[config.mk]
export PLATFORM = sky130hd
export DESIGN_NAME = uart_tx_fifo
export DESIGN_NICKNAME = d
export VERILOG_FILES = /design/src/rtl/uart_tx_fifo.sv
export SDC_FILE = /design/constraint.sdc
export NUM_CORES = 1
export LEC_CHECK = 0
export BUFFER_PORTS_ARGS = -buffer_cell sky130_fd_sc_hd__buf_4
export CAP_MARGIN = 20
export CORE_ASPECT_RATIO = 1.75
export CORE_UTILIZATION = 30
export CTS_CLUSTER_SIZE = 28
export DETAILED_ROUTE_END_ITERATION = 16
export GPL_TIMING_DRIVEN = 0
export PLACE_DENSITY_LB_ADDON = 0.08
export SLEW_MARGIN = 40
export SYNTH_ARGS = -nofsm -noshare
export SYNTH_HDL_FRONTEND = slang
export SYNTH_SLANG_ARGS = --single-unit
[constraint.sdc]
create_clock -name clk -period 3.4 [get_ports clk]
set_input_delay 0.68 -clock clk [delete_from_list [all_inputs] [get_ports clk]]
set_output_delay 0.68 -clock clk [all_outputs]
set_load 0.05 [all_outputs]
[src/rtl/uart_tx_fifo.sv]
// uart_tx_fifo: FIFO-buffered UART transmitter, 8 data bits, LSB first, 1 or 2 stop bits.
// tx_pin and tx_busy are registered from the current state, so both trail the FSM by one clock.
module uart_tx_fifo #(
   parameter int CLK        = 200_000_000,
   parameter int BPS        = 115200,
   parameter int FIFO_DEPTH = 16,
   parameter int STOP_BITS  = 1
) (
   input  logic                          clk,
   input  logic                          rst,
   input  logic [7:0]                    tx_data,
   input  logic                          tx_valid,
   output logic                          tx_ready,
   output logic                          tx_pin,
   output logic                          tx_busy,
   output logic [$clog2(FIFO_DEPTH):0]   fifo_level
);
   localparam int BPS_CNT = CLK / BPS;
   localparam int CW      = $clog2(BPS_CNT);
   localparam int AW      = $clog2(FIFO_DEPTH);
   localparam int LW      = AW + 1;

   typedef enum logic [1:0] {IDLE, START, DATA, STOP} state_t;

   state_t        state_q, state_d;
   logic [CW-1:0] baud_q, baud_d;
   logic [2:0]    bit_q, bit_d;
   logic [7:0]    shift_q, shift_d;
   logic [7:0]    mem_q [FIFO_DEPTH];
   logic [AW-1:0] wr_q, wr_d, rd_q, rd_d;
   logic [LW-1:0] level_q, level_d;
   logic          pin_q, pin_d, busy_q, busy_d;
   logic          push, pop, wrap;

   assign tx_ready   = level_q != LW'(FIFO_DEPTH);
   assign tx_pin     = pin_q;
   assign tx_busy    = busy_q;
   assign fifo_level = level_q;

   always_comb begin
      push    = tx_valid && tx_ready;
      wrap    = baud_q == CW'(BPS_CNT - 1);
      pop     = 1'b0;
      state_d = state_q;
      baud_d  = (state_q == IDLE || wrap) ? '0 : baud_q + 1'b1;
      bit_d   = bit_q;
      shift_d = shift_q;
      case (state_q)
         IDLE:  pop = level_q != '0;
         START: if (wrap) begin
            state_d = DATA;
            bit_d   = '0;
         end
         DATA:  if (wrap) begin
            shift_d = shift_q >> 1;
            bit_d   = bit_q + 1'b1;
            state_d = bit_q == 3'd7 ? STOP : DATA;
         end
         STOP:  if (wrap) begin
            if (bit_q == 3'(STOP_BITS - 1)) begin
               pop     = level_q != '0;
               state_d = IDLE;
               bit_d   = '0;
            end else begin
               bit_d = bit_q + 1'b1;
            end
         end
         default: state_d = IDLE;
      endcase
      // a pop from STOP chains straight into the next start bit with no idle gap
      if (pop) begin
         state_d = START;
         shift_d = mem_q[rd_q];
         baud_d  = '0;
      end
      wr_d    = wr_q + AW'(push);
      rd_d    = rd_q + AW'(pop);
      level_d = level_q + LW'(push) - LW'(pop);
      pin_d   = state_q == START ? 1'b0 : state_q == DATA ? shift_q[0] : 1'b1;
      busy_d  = state_q != IDLE || level_q != '0;
   end

   always_ff @(posedge clk) begin
      if (rst) begin
         state_q <= IDLE;
         baud_q  <= '0;
         bit_q   <= '0;
         shift_q <= '0;
         wr_q    <= '0;
         rd_q    <= '0;
         level_q <= '0;
         pin_q   <= 1'b1;
         busy_q  <= 1'b0;
      end else begin
         state_q <= state_d;
         baud_q  <= baud_d;
         bit_q   <= bit_d;
         shift_q <= shift_d;
         wr_q    <= wr_d;
         rd_q    <= rd_d;
         level_q <= level_d;
         pin_q   <= pin_d;
         busy_q  <= busy_d;
      end
   end

   always_ff @(posedge clk) begin
      if (push) mem_q[wr_q] <= tx_data;
   end
endmodule
==> run summary, run 1 <==
status - finished, final reports clean
CTS root buf - clkbuf_16
R2R setup slack - 360 ps
Vias - 3,601
Buffers on Ports - 18
Slew headroom - 46.30%
Die X - 116.2 um
die area - 23,450 um^2
gr busiest metal - met2
placement row count - 72
worst path buffer plus inverter count - 5
clock sink count - 167
final WL - 15,270 um
Tmin final - 3035 ps
Synth cell types - 51
Clock Latency Late Sink - 420 ps
Tot Pwr - 5.990 mW
share of the synthesized area in the top cell type - 56.14%
fin nets - 486
setup violators final - 0
worst setup margin - 364.8 ps
Leakage - 2.611 nW
period utilization - 89.27%
Post-Layout Inst Area - 7995 um^2
Max Slew Vio Count - 0
Iter 0 DRT Violations - 168
Crit path required time - 3700 ps
Comb power frac - 28.3%
Initial Utilization - 30.77%
synthesized instance count - 418
pwr dens - 749.2 nW/um^2
Startpoint Class - flop
M3 GR Usage - 3.358%
initial antenna violation count - 0
Least-Margin Pin Slew - 801.1 ps
synthesized flop and latch total - 167
Pre-antenna DRT Iters - 4
dominant cells by area after synthesis - edfxtp_1 56%, dfxtp_1 11%, mux4_2 11%
htree depth - 4
met1 usage - 15.01%
largest net degree at the start of global routing - 17
CTS tree - yes
post_cts resized - 0
CTS Buf Count - 17
Finished Core Util - 35.93%
Ant. Diodes - 0
I/O pins - 19
Int Power - 4.152 mW
Synth Warn # - 0
worst min path class - flop to flop
Area growth, synth to finish - 16.78%
RSZ-0062 raised after global routing - no
net switching fraction of the power - 30.69%
via/cell ratio - 4.713
final setup TNS - 0 ps
number of synthesized flops with an enable pin - 128
Synth Cell Area - 6847 um^2
Clock transition at path regs - 60 ps
clk_skew - 10.85 ps
CP delay by family, top - adder cells
net switching power - 1.838 mW
Async SR Flop Fraction - 0%
register area share after synthesis - 67.54%
Clock Power Share - 31.3%
Core Region - 22,250 um^2
Placed Area - 7400 um^2
met2 track demand over resource - 26.57%
Detailed Place HPWL - 10,740 um
cell-by-cell trace of the critical path - inv_1, ha_1, dlygate4sd2_1, inv_1, a211oi_4, buf_6, ha_1, inv_1, ha_1, fa_1, a21oi_1, nor2_1, nor2_1, xnor2_1, nor2_1
count leader, synth - edfxtp_1
die height - 201.8 um
CP Capture Type - flop
dpl ws - 142.6 ps
Fin. Hold Viols - 0
CP Data Arrival Time - 3330 ps
DR DRC count - 0
GP Congestion - 0.7329
max cap viols - 0
CTS max path bufs - 2
first-pass GRT wire length - 23,070 um
Setup CP Type - flop to flop
Routed Antenna Nets - 0
fmax - 329.5 MHz
Mapped Avg Cell Area - 16.38 um^2
share of layout cells above drive strength 1 - 26.28%
Peak VDD IR - 0.3676 mV
Mapped Nets - 448
slowest stage cell on the critical path - fa_1
GRT Residual Overflow - 0
Yosys top cell by area - edfxtp_1
gr usage total - 14.40%
max incr delay on CP - 410 ps
Post-synth top cells - 128 x edfxtp_1, 40 x nor2_1, 39 x dfxtp_1, 32 x mux4_2, 18 x ha_1
vias in the first global route - 3,746
WL/cell - 19.99 um
Post-synth top flop - edfxtp_1
register share of total power - 40.4%
Max Fanout on Critical Path - 11
==> power by group through the flow <==
stage                     combinational [mW]  sequential, mW  clock, mW
after floorplan                         1.14            2.55          0
after global placement                  1.69            2.46          0
after detailed placement                1.72            2.47          0
after CTS                               1.72            2.42       1.93
after global routing                    1.86            2.44       2.01
final                                   1.70            2.42       1.87
==> cell families (layout without fill, tap and decap cells) <==
group	after synthesis	in the layout	synth area share, %
adder cells (fa/ha/maj)	19	19	3.582
flip-flops	167	167	67.54
AO/OA/AOI/OAI	51	51	5.940
multiplexers	33	33	10.69
XOR/XNOR	17	17	2.175
AND/OR/NAND/NOR	98	98	7.895
buffers and inverters	33	83	2.175
==> routing by layer <==
| metal | vias up | wire, um | share of wire [%] |
|---|---|---|---|
| met5 | - | 0 | 0 |
| met4 | 0 | 429 | 2.8 |
| met3 | 17 | 366 | 2.4 |
| met2 | 70 | 8749 | 57 |
| met1 | 1826 | 5725 | 37 |
| li1 | 1688 | - | - |
==> per-stage QoR <==
stage / hold WS [ps] / cells
finish: 464.3 / 764
global route: 498.7 / 764
global placement: 445.8 / 732
detailed placement: 457.3 / 732
floorplan: 430.5 / 418
CTS: 471.1 / 763
==> final timing paths <==
check,from,to,depth (start not counted)
worst max-delay path,state_q[0]$_SDFFE_PP0P_,fifo_level[4]$_SDFF_PP0_,15
worst min-delay path,baud_q[0]$_SDFF_PP0_,baud_q[0]$_SDFF_PP0_,1
worst max register to register,state_q[0]$_SDFFE_PP0P_,fifo_level[4]$_SDFF_PP0_,15
worst min register to register,baud_q[0]$_SDFF_PP0_,baud_q[0]$_SDFF_PP0_,1
==> flip-flops by register name, indices dropped and copies added (netlist names) <==
register and count:
fifo_level 5, bit_q 3, tx_busy 1, state_q 2, wr_q 4, baud_q 11, tx_pin 1, mem_q 128
rd_q 4, shift_q 8
==> final cells by class <==
cell class / count / area (um^2)
Buffer: 21 / 103.9
Clock buffer: 17 / 425.4
Clock inverter: 14 / 147.6
Fill cell: 2150 / 14260
Inverter: 12 / 45.04
Multi-Input combinational cell: 218 / 2136
Sequential cell: 167 / 4624
Tap cell: 296 / 370.4
Timing Repair Buffer: 19 / 142.6
==> what timing repair did <==
item | in CTS | in global routing
hold buffers | 0 | 0
buffers inserted | 0 | 1
endpoints found under the setup margin | 0 | 1
==> cells in the final DEF (no fill, tap or decap), types with 2 or more instances in the layout <==
cell type     n
edfxtp_1    128
clkinv_2      2
a211oi_1      6
bufinv_16     2
inv_1        12
nand3_1       7
nor3_4        2
clkbuf_1      8
dfxtp_1      39
nor2_2       12
nor2b_1      15
buf_2         6
a31oi_1       2
a21oi_2       2
o21ai_0       4
nor3_2        2
xor2_1        7
nand2_1       8
buf_4        19
a22oi_1      16
clkinvlp_4    4
and4bb_4      2
inv_6         4
buf_1         3
nand3b_1      2
nor2_1       28
clkbuf_16    17
a311oi_1      3
nor3_1        2
and2_1        2
ha_1         18
mux4_2       32
a21oi_1       8
nand2b_1      4
a311oi_2      4
xnor2_1      10
Note: power is estimated with default switching activity, not from simulation.
==> run 2, diff against run 1 <==
--- a/config.mk
+++ b/config.mk
@@ -8,7 +8,7 @@
 export BUFFER_PORTS_ARGS = -buffer_cell sky130_fd_sc_hd__buf_4
 export CAP_MARGIN = 20
 export CORE_ASPECT_RATIO = 1.75
-export CORE_UTILIZATION = 30
+export CORE_UTILIZATION = 35
 export CTS_CLUSTER_SIZE = 28
 export DETAILED_ROUTE_END_ITERATION = 16
 export GPL_TIMING_DRIVEN = 0
==> run summary, run 2 (synthesis gave the netlist of run 1 again) <==
hold-fix buffers at CTS - 0 (unchanged)
reg2reg end - fifo_level[4]$_SDFF_PP0_ (unchanged)
gr busiest metal - met2 (unchanged)
RSZ-0062 raised after global routing - no (unchanged)
fin nets - 486 (unchanged)
met1 usage - 17.33% (was 15.01%)
die area - 20,150 um^2 (was 23,450 um^2)
pwr dens - 747.8 nW/um^2 (was 749.2 nW/um^2)
clock sink count - 167 (unchanged)
fmax - 331.3 MHz (was 329.5 MHz)
DR DRC count - 0 (unchanged)
worst path buffer plus inverter count - 5 (unchanged)
clk_skew - 8.720 ps (was 10.85 ps)
Tmin final - 3018 ps (was 3035 ps)
Max Fanout on Critical Path - 11 (unchanged)
met2 track demand over resource - 27.88% (was 26.57%)
Leakage - 2.611 nW (about the same)
Area growth, synth to finish - 15.39% (was 16.78%)
CTS root buf - clkbuf_16 (unchanged)
Buffers on Ports - 18 (unchanged)
Initial Utilization - 35.66% (was 30.77%)
gr usage total - 16.08% (was 14.40%)
CTS Buf Count - 17 (unchanged)
via/cell ratio - 5.055 (was 4.713)
final WL - 14,720 um (was 15,270 um)
Startpoint Class - flop (unchanged)
R2R setup slack - 380 ps (was 360 ps)
fin cells - 710 (was 764)
Reg2Reg Launch Point - state_q[0]$_SDFFE_PP0P_ (unchanged)
biggest regs - mem_q (128), baud_q (11), shift_q (8) (unchanged)
CTS tree - yes (unchanged)
worst min path class - flop to flop (unchanged)
GP Congestion - 0.7546 (was 0.7329)
CP Data Arrival Time - 3310 ps (was 3330 ps)
Fill cells - 1,786 (was 2,150)
Ant. Diodes - 0 (unchanged)
worst setup path start - state_q[0]$_SDFFE_PP0P_ (unchanged)
slowest stage cell on the critical path - fa_1 (unchanged)
period utilization - 88.76% (was 89.27%)
placed insts - 677 (was 732)
Worst R2R Path Depth - 15 (unchanged)
Peak VDD IR - 0.3436 mV (was 0.3676 mV)
vias in the first global route - 3,789 (was 3,746)
Max Slew Vio Count - 0 (unchanged)
Clock Latency Late Sink - 420 ps (about the same)
Fin. Hold Viols - 0 (unchanged)
Vias - 3,589 (was 3,601)
die height - 187.0 um (was 201.8 um)
max cap viols - 0 (unchanged)
status - finished, final reports clean (unchanged)
commonest non-fill, non-tap cell in the layout - edfxtp_1 (unchanged)
Hold Path Origin - baud_q[0]$_SDFF_PP0_ (unchanged)
Crit path required time - 3700 ps (about the same)
largest net degree at the start of global routing - 17 (unchanged)
max FFs per register - 128 (unchanged)
Least-Margin Pin Slew - 756.8 ps (was 801.1 ps)
Iter 0 DRT Violations - 183 (was 168)
GRT Residual Overflow - 0 (unchanged)
Die X - 107.7 um (was 116.2 um)
WL/cell - 20.74 um (was 19.99 um)
CP Capture Type - flop (unchanged)
Worst path depth - 15 (unchanged)
first-pass GRT wire length - 22,580 um (was 23,070 um)
max incr delay on CP - 410 ps (about the same)
CTS max path bufs - 2 (unchanged)
Detailed Place HPWL - 10,170 um (was 10,740 um)
CP delay by family, top - adder cells (unchanged)
most frequent cells in the layout - 128 x edfxtp_1, 39 x dfxtp_1, 32 x mux4_2, 28 x nor2_1, 19 x buf_4 (unchanged)
Routed Antenna Nets - 0 (unchanged)
final setup TNS - 0 ps (unchanged)
Worst setup endpoint - fifo_level[4]$_SDFF_PP0_ (unchanged)
share of layout cells above drive strength 1 - 26.23% (was 26.28%)
I/O pins - 19 (unchanged)
Pre-antenna DRT Iters - 6 (was 4)
setup violators final - 0 (unchanged)
M3 GR Usage - 3.659% (was 3.358%)
cell-by-cell trace of the critical path - inv_1, ha_1, dlygate4sd2_1, inv_1, a211oi_4, buf_6, ha_1, inv_1, ha_1, fa_1, a21oi_1, nor2_1, nor2_1, xnor2_1, nor2_1 (unchanged)
Core Region - 19,200 um^2 (was 22,250 um^2)
Largest Register - mem_q (unchanged)
initial antenna violation count - 0 (unchanged)
Setup CP Type - flop to flop (unchanged)
placement row count - 67 (was 72)
htree depth - 4 (unchanged)
Clock transition at path regs - 60 ps (about the same)
Slew headroom - 49.27% (was 46.30%)
==> run 2: worst reg2reg max path, stage by stage (launching register included) <==
cell and delay (ps):
dfxtp_1 330, inv_1 100, ha_1 140, dlygate4sd2_1 380
inv_1 120, a211oi_4 300, buf_6 210, ha_1 140
inv_1 40, ha_1 200, fa_1 410, a21oi_1 170
nor2_1 60, nor2_1 110, xnor2_1 130, nor2_1 50
==> run 2: worst min-delay path by stage <==
stage	end	slack [ps]	cells after the start
3_5_place_dp	baud_q[0]$_SDFF_PP0_	460	1
6_report	baud_q[0]$_SDFF_PP0_	470	1
5_1_grt	baud_q[0]$_SDFF_PP0_	490	1
3_3_place_gp	baud_q[0]$_SDFF_PP0_	440	1
2_1_floorplan	baud_q[0]$_SDFF_PP0_	430	1
4_1_cts	baud_q[0]$_SDFF_PP0_	470	1
==> run 2: where the power goes <==
group	total, mW	leakage, nW	internal [mW]	switching (mW)
combinational	1.68	0.871	0.730	0.954
sequential	2.42	1.47	2.34	0.0787
clock	1.80	0.265	1.01	0.796
total	5.91	2.61	4.08	1.83
==> run 2: area by class of cell <==
cell class / count / area [um^2] / share of cell area, %
plain buffers: 21 / 103.9 / 1.315
clock buffers: 17 / 425.4 / 5.385
multi-input cells: 218 / 2130 / 26.96
clock inverters: 15 / 127.6 / 1.615
repair buffers: 19 / 142.6 / 1.806
inverters: 12 / 45.04 / 0.5702
flip-flops and latches: 167 / 4624 / 58.54
well taps: 241 / 301.5 / 3.817
==> run 2: timing repair <==
| action | CTS | global route |
|---|---|---|
| setup buffers | 0 | 1 |
| resized for setup | 0 | 0 |
| setup endpoints to repair | 0 | 1 |
==> run 2: stage by stage <==
stage / power (mW) / worst slack [ps] / utilization (%) / instance area (um^2) / hold WS (ps)
6_report: 5.908 / 382.0 / 41.15 / 7900 / 467.2
2_1_floorplan: 3.686 / 260.4 / - / 6847 / 430.5
5_1_grt: 6.212 / 97.72 / 41.15 / 7900 / 489.4
3_3_place_gp: 4.134 / 181.3 / 37.94 / 7283 / 443.9
3_5_place_dp: 4.164 / 141.7 / 38.15 / 7323 / 458.6
4_1_cts: 5.984 / 120.2 / 41.03 / 7876 / 471.9
==> run 2: metal layers <==
layer,routed length (um),share of wire [%]
met1,5554,38
met2,8064,55
met3,427,2.9
met4,675,4.6
met5,0,0
==> run 3, diff against run 2 <==
==> constraint.sdc (replaced) <==
create_clock -name clk -period 2.4 [get_ports clk]
set_input_delay 0.48 -clock clk [delete_from_list [all_inputs] [get_ports clk]]
set_output_delay 0.48 -clock clk [all_outputs]
set_load 0.05 [all_outputs]
==> run summary, run 3 (synthesis gave the netlist of run 1 again) <==
Detailed Place HPWL - 10,270 um (was 10,170 um)
htree depth - 4 (unchanged)
max FFs per register - 128 (unchanged)
CTS Buf Count - 17 (unchanged)
Max Fanout on Critical Path - 3 (was 11)
Ant. Diodes - 0 (unchanged)
net switching fraction of the power - 29.99% (was 30.94%)
GRT Residual Overflow - 0 (unchanged)
Max Slew Vio Count - 0 (unchanged)
Int Power - 6.313 mW (was 4.080 mW)
Fill cells - 1,770 (was 1,786)
Register Area - 4647 um^2 (was 4624 um^2)
Routed Antenna Nets - 0 (unchanged)
pwr dens - 1102 nW/um^2 (was 747.8 nW/um^2)
Slew headroom - 50.62% (was 49.27%)
Initial Utilization - 35.66% (unchanged)
initial antenna violation count - 0 (unchanged)
RSZ-0062 raised after global routing - yes (was no)
period utilization - 105.7% (was 88.76%)
Setup CP Type - flop to flop (unchanged)
CTS root buf - clkbuf_16 (unchanged)
share of layout cells above drive strength 1 - 33.82% (was 26.23%)
placement row count - 67 (unchanged)
final setup TNS - -136.7 ps (was 0 ps)
commonest non-fill, non-tap cell in the layout - edfxtp_1 (unchanged)
register share of total power - 38.5% (was 41.0%)
Largest Register - mem_q (unchanged)
Tmin final - 2537 ps (was 3018 ps)
clk_skew - 8.863 ps (was 8.720 ps)
setup violators final - 1 (was 0)
DR DRC count - 0 (unchanged)
clock sink count - 167 (unchanged)
CP Capture Type - flop (unchanged)
Clock Latency Late Sink - 420 ps (about the same)
max cap viols - 0 (unchanged)
Die X - 107.7 um (unchanged)
CTS max path bufs - 2 (unchanged)
CP Data Arrival Time - 2830 ps (was 3310 ps)
Least-Margin Pin Slew - 740.7 ps (was 756.8 ps)
slowest stage cell on the critical path - fa_2 (was fa_1)
GP Congestion - 0.7600 (was 0.7546)
dpl ws - -598.8 ps (was 141.7 ps)
die height - 187.0 um (unchanged)
status - finished with violations (was finished, final reports clean)
die area - 20,150 um^2 (unchanged)
biggest regs - mem_q (128), baud_q (11), shift_q (8) (unchanged)
cell mode on critical path - nor2_1
hold-fix buffers at CTS - 0 (unchanged)
Crit path required time - 2690 ps (was 3700 ps)
vias in the first global route - 3,878 (was 3,789)
largest net degree at the start of global routing - 17 (unchanged)
gr usage total - 16.30% (was 16.08%)
failing checks - setup timing
Pre-antenna DRT Iters - 4 (was 6)
area of the multi-input gates - 2257 um^2 (was 2130 um^2)
I/O pins - 19 (unchanged)
Comb power frac - 29.4% (was 28.5%)
WL/cell - 20.94 um (was 20.74 um)
fmax - 394.2 MHz (was 331.3 MHz)
Iter 0 DRT Violations - 219 (was 183)
Startpoint Class - flop (unchanged)
worst min path class - primary input to flop (was flop to flop)
Vias - 3,661 (was 3,589)
max incr delay on CP - 340 ps (was 410 ps)
Clock transition at path regs - 60 ps (about the same)
via/cell ratio - 5.106 (was 5.055)
Leakage - 2.687 nW (was 2.611 nW)
final WL - 15,020 um (was 14,720 um)
fin nets - 493 (was 486)
Core Region - 19,200 um^2 (unchanged)
Fin. Hold Viols - 0 (unchanged)
first-pass GRT wire length - 22,830 um (was 22,580 um)
net switching power - 2.705 mW (was 1.828 mW)
most frequent cells in the layout - 128 x edfxtp_1, 32 x mux4_2, 29 x dfxtp_1, 28 x nor2_1, 27 x buf_4 (was 128 x edfxtp_1, 39 x dfxtp_1, 32 x mux4_2, 28 x nor2_1, 19 x buf_4)
worst setup margin - -136.7 ps (was 382.0 ps)
Area growth, synth to finish - 19.46% (was 15.39%)
Clock Power Share - 32.1% (was 30.5%)
CTS tree - yes (unchanged)
cell-by-cell trace of the critical path - inv_1, ha_2, and3b_2, nand4_4, a211oi_4, buf_6, ha_4, inv_2, ha_4, fa_2, a21oi_2, nor2_1, nor2_1, xnor2_1, nor2_1 (was inv_1, ha_1, dlygate4sd2_1, inv_1, a211oi_4, buf_6, ha_1, inv_1, ha_1, fa_1, a21oi_1, nor2_1, nor2_1, xnor2_1, nor2_1)
Buffers on Ports - 18 (unchanged)
Peak VDD IR - 0.5406 mV (was 0.3436 mV)
==> run 3: what timing repair did <==
item / 4_1_cts / 5_1_grt
setup endpoints to repair: 45 / 17
buffers inserted: 7 / 2
resized for setup: 13 / 16
pin swaps: 4 / 3
==> run 3: area by class of cell <==
class,count,share of cell area [%]
Sequential cell,167,56.82
Multi-Input combinational cell,218,27.60
Clock buffer,18,5.247
Tap cell,241,3.687
Timing Repair Buffer,27,2.478
Clock inverter,14,2.417
Buffer,20,1.209
Inverter,12,0.5507
==> run 3: path summary, 6_finish.rpt <==
| kind | from | endpoint | slack (ps) | cells past startpoint |
|---|---|---|---|---|
| max reg2reg | bit_q[0]$_SDFFE_PP0P_ | fifo_level[4]$_SDFF_PP0_ | -140 | 15 |
| min | rst | baud_q[10]$_SDFF_PP0_ | 340 | 3 |
| min reg2reg | bit_q[1]$_SDFFE_PP0P_ | bit_q[1]$_SDFFE_PP0P_ | 500 | 2 |
| max | bit_q[0]$_SDFFE_PP0P_ | fifo_level[4]$_SDFF_PP0_ | -140 | 15 |
==> run 3: worst max-delay path, delay by kind of cell, from the launching register on <==
family                   cells  cell delay (ps)
AND/OR/NAND/NOR              5              550
AO/OA/AOI/OAI                2              380
flip-flops                   1              320
adder cells (fa/ha/maj)      4              780
XOR/XNOR                     1              130
buffers and inverters        3              240
==> run 3: metal layers <==
layer / up-vias / track usage, % / part of all wire (%)
li1: 1702 / - / -
met1: 1869 / 17.19 / 38
met4: 0 / 9.273 / 4.4
met2: 63 / 29.22 / 55
met5: - / 0 / 0
met3: 27 / 3.554 / 2.4
==> run 3: power groups by stage <==
| stage | clock, mW | sequential [mW] | combinational (mW) |
|---|---|---|---|
| 6_report | 2.89 | 3.47 | 2.65 |
| 5_1_grt | 3.07 | 3.49 | 2.91 |
| 4_1_cts | 2.96 | 3.47 | 2.61 |
| 3_5_place_dp | 0 | 3.52 | 2.50 |
| 3_3_place_gp | 0 | 3.51 | 2.46 |
| 2_1_floorplan | 0 | 3.63 | 1.70 |
==> run 3: through the flow <==
step / std cells / power (mW) / hold WS [ps] / util [%] / instance area [um^2]
2_1_floorplan: 418 / 5.331 / 432.8 / - / 6935
3_3_place_gp: 677 / 5.967 / 442.9 / 38.40 / 7372
3_5_place_dp: 677 / 6.014 / 459.4 / 38.48 / 7387
4_1_cts: 715 / 9.040 / 317.6 / 42.23 / 8107
5_1_grt: 717 / 9.473 / 330.1 / 42.61 / 8179
6_report: 717 / 9.017 / 341.5 / 42.61 / 8179
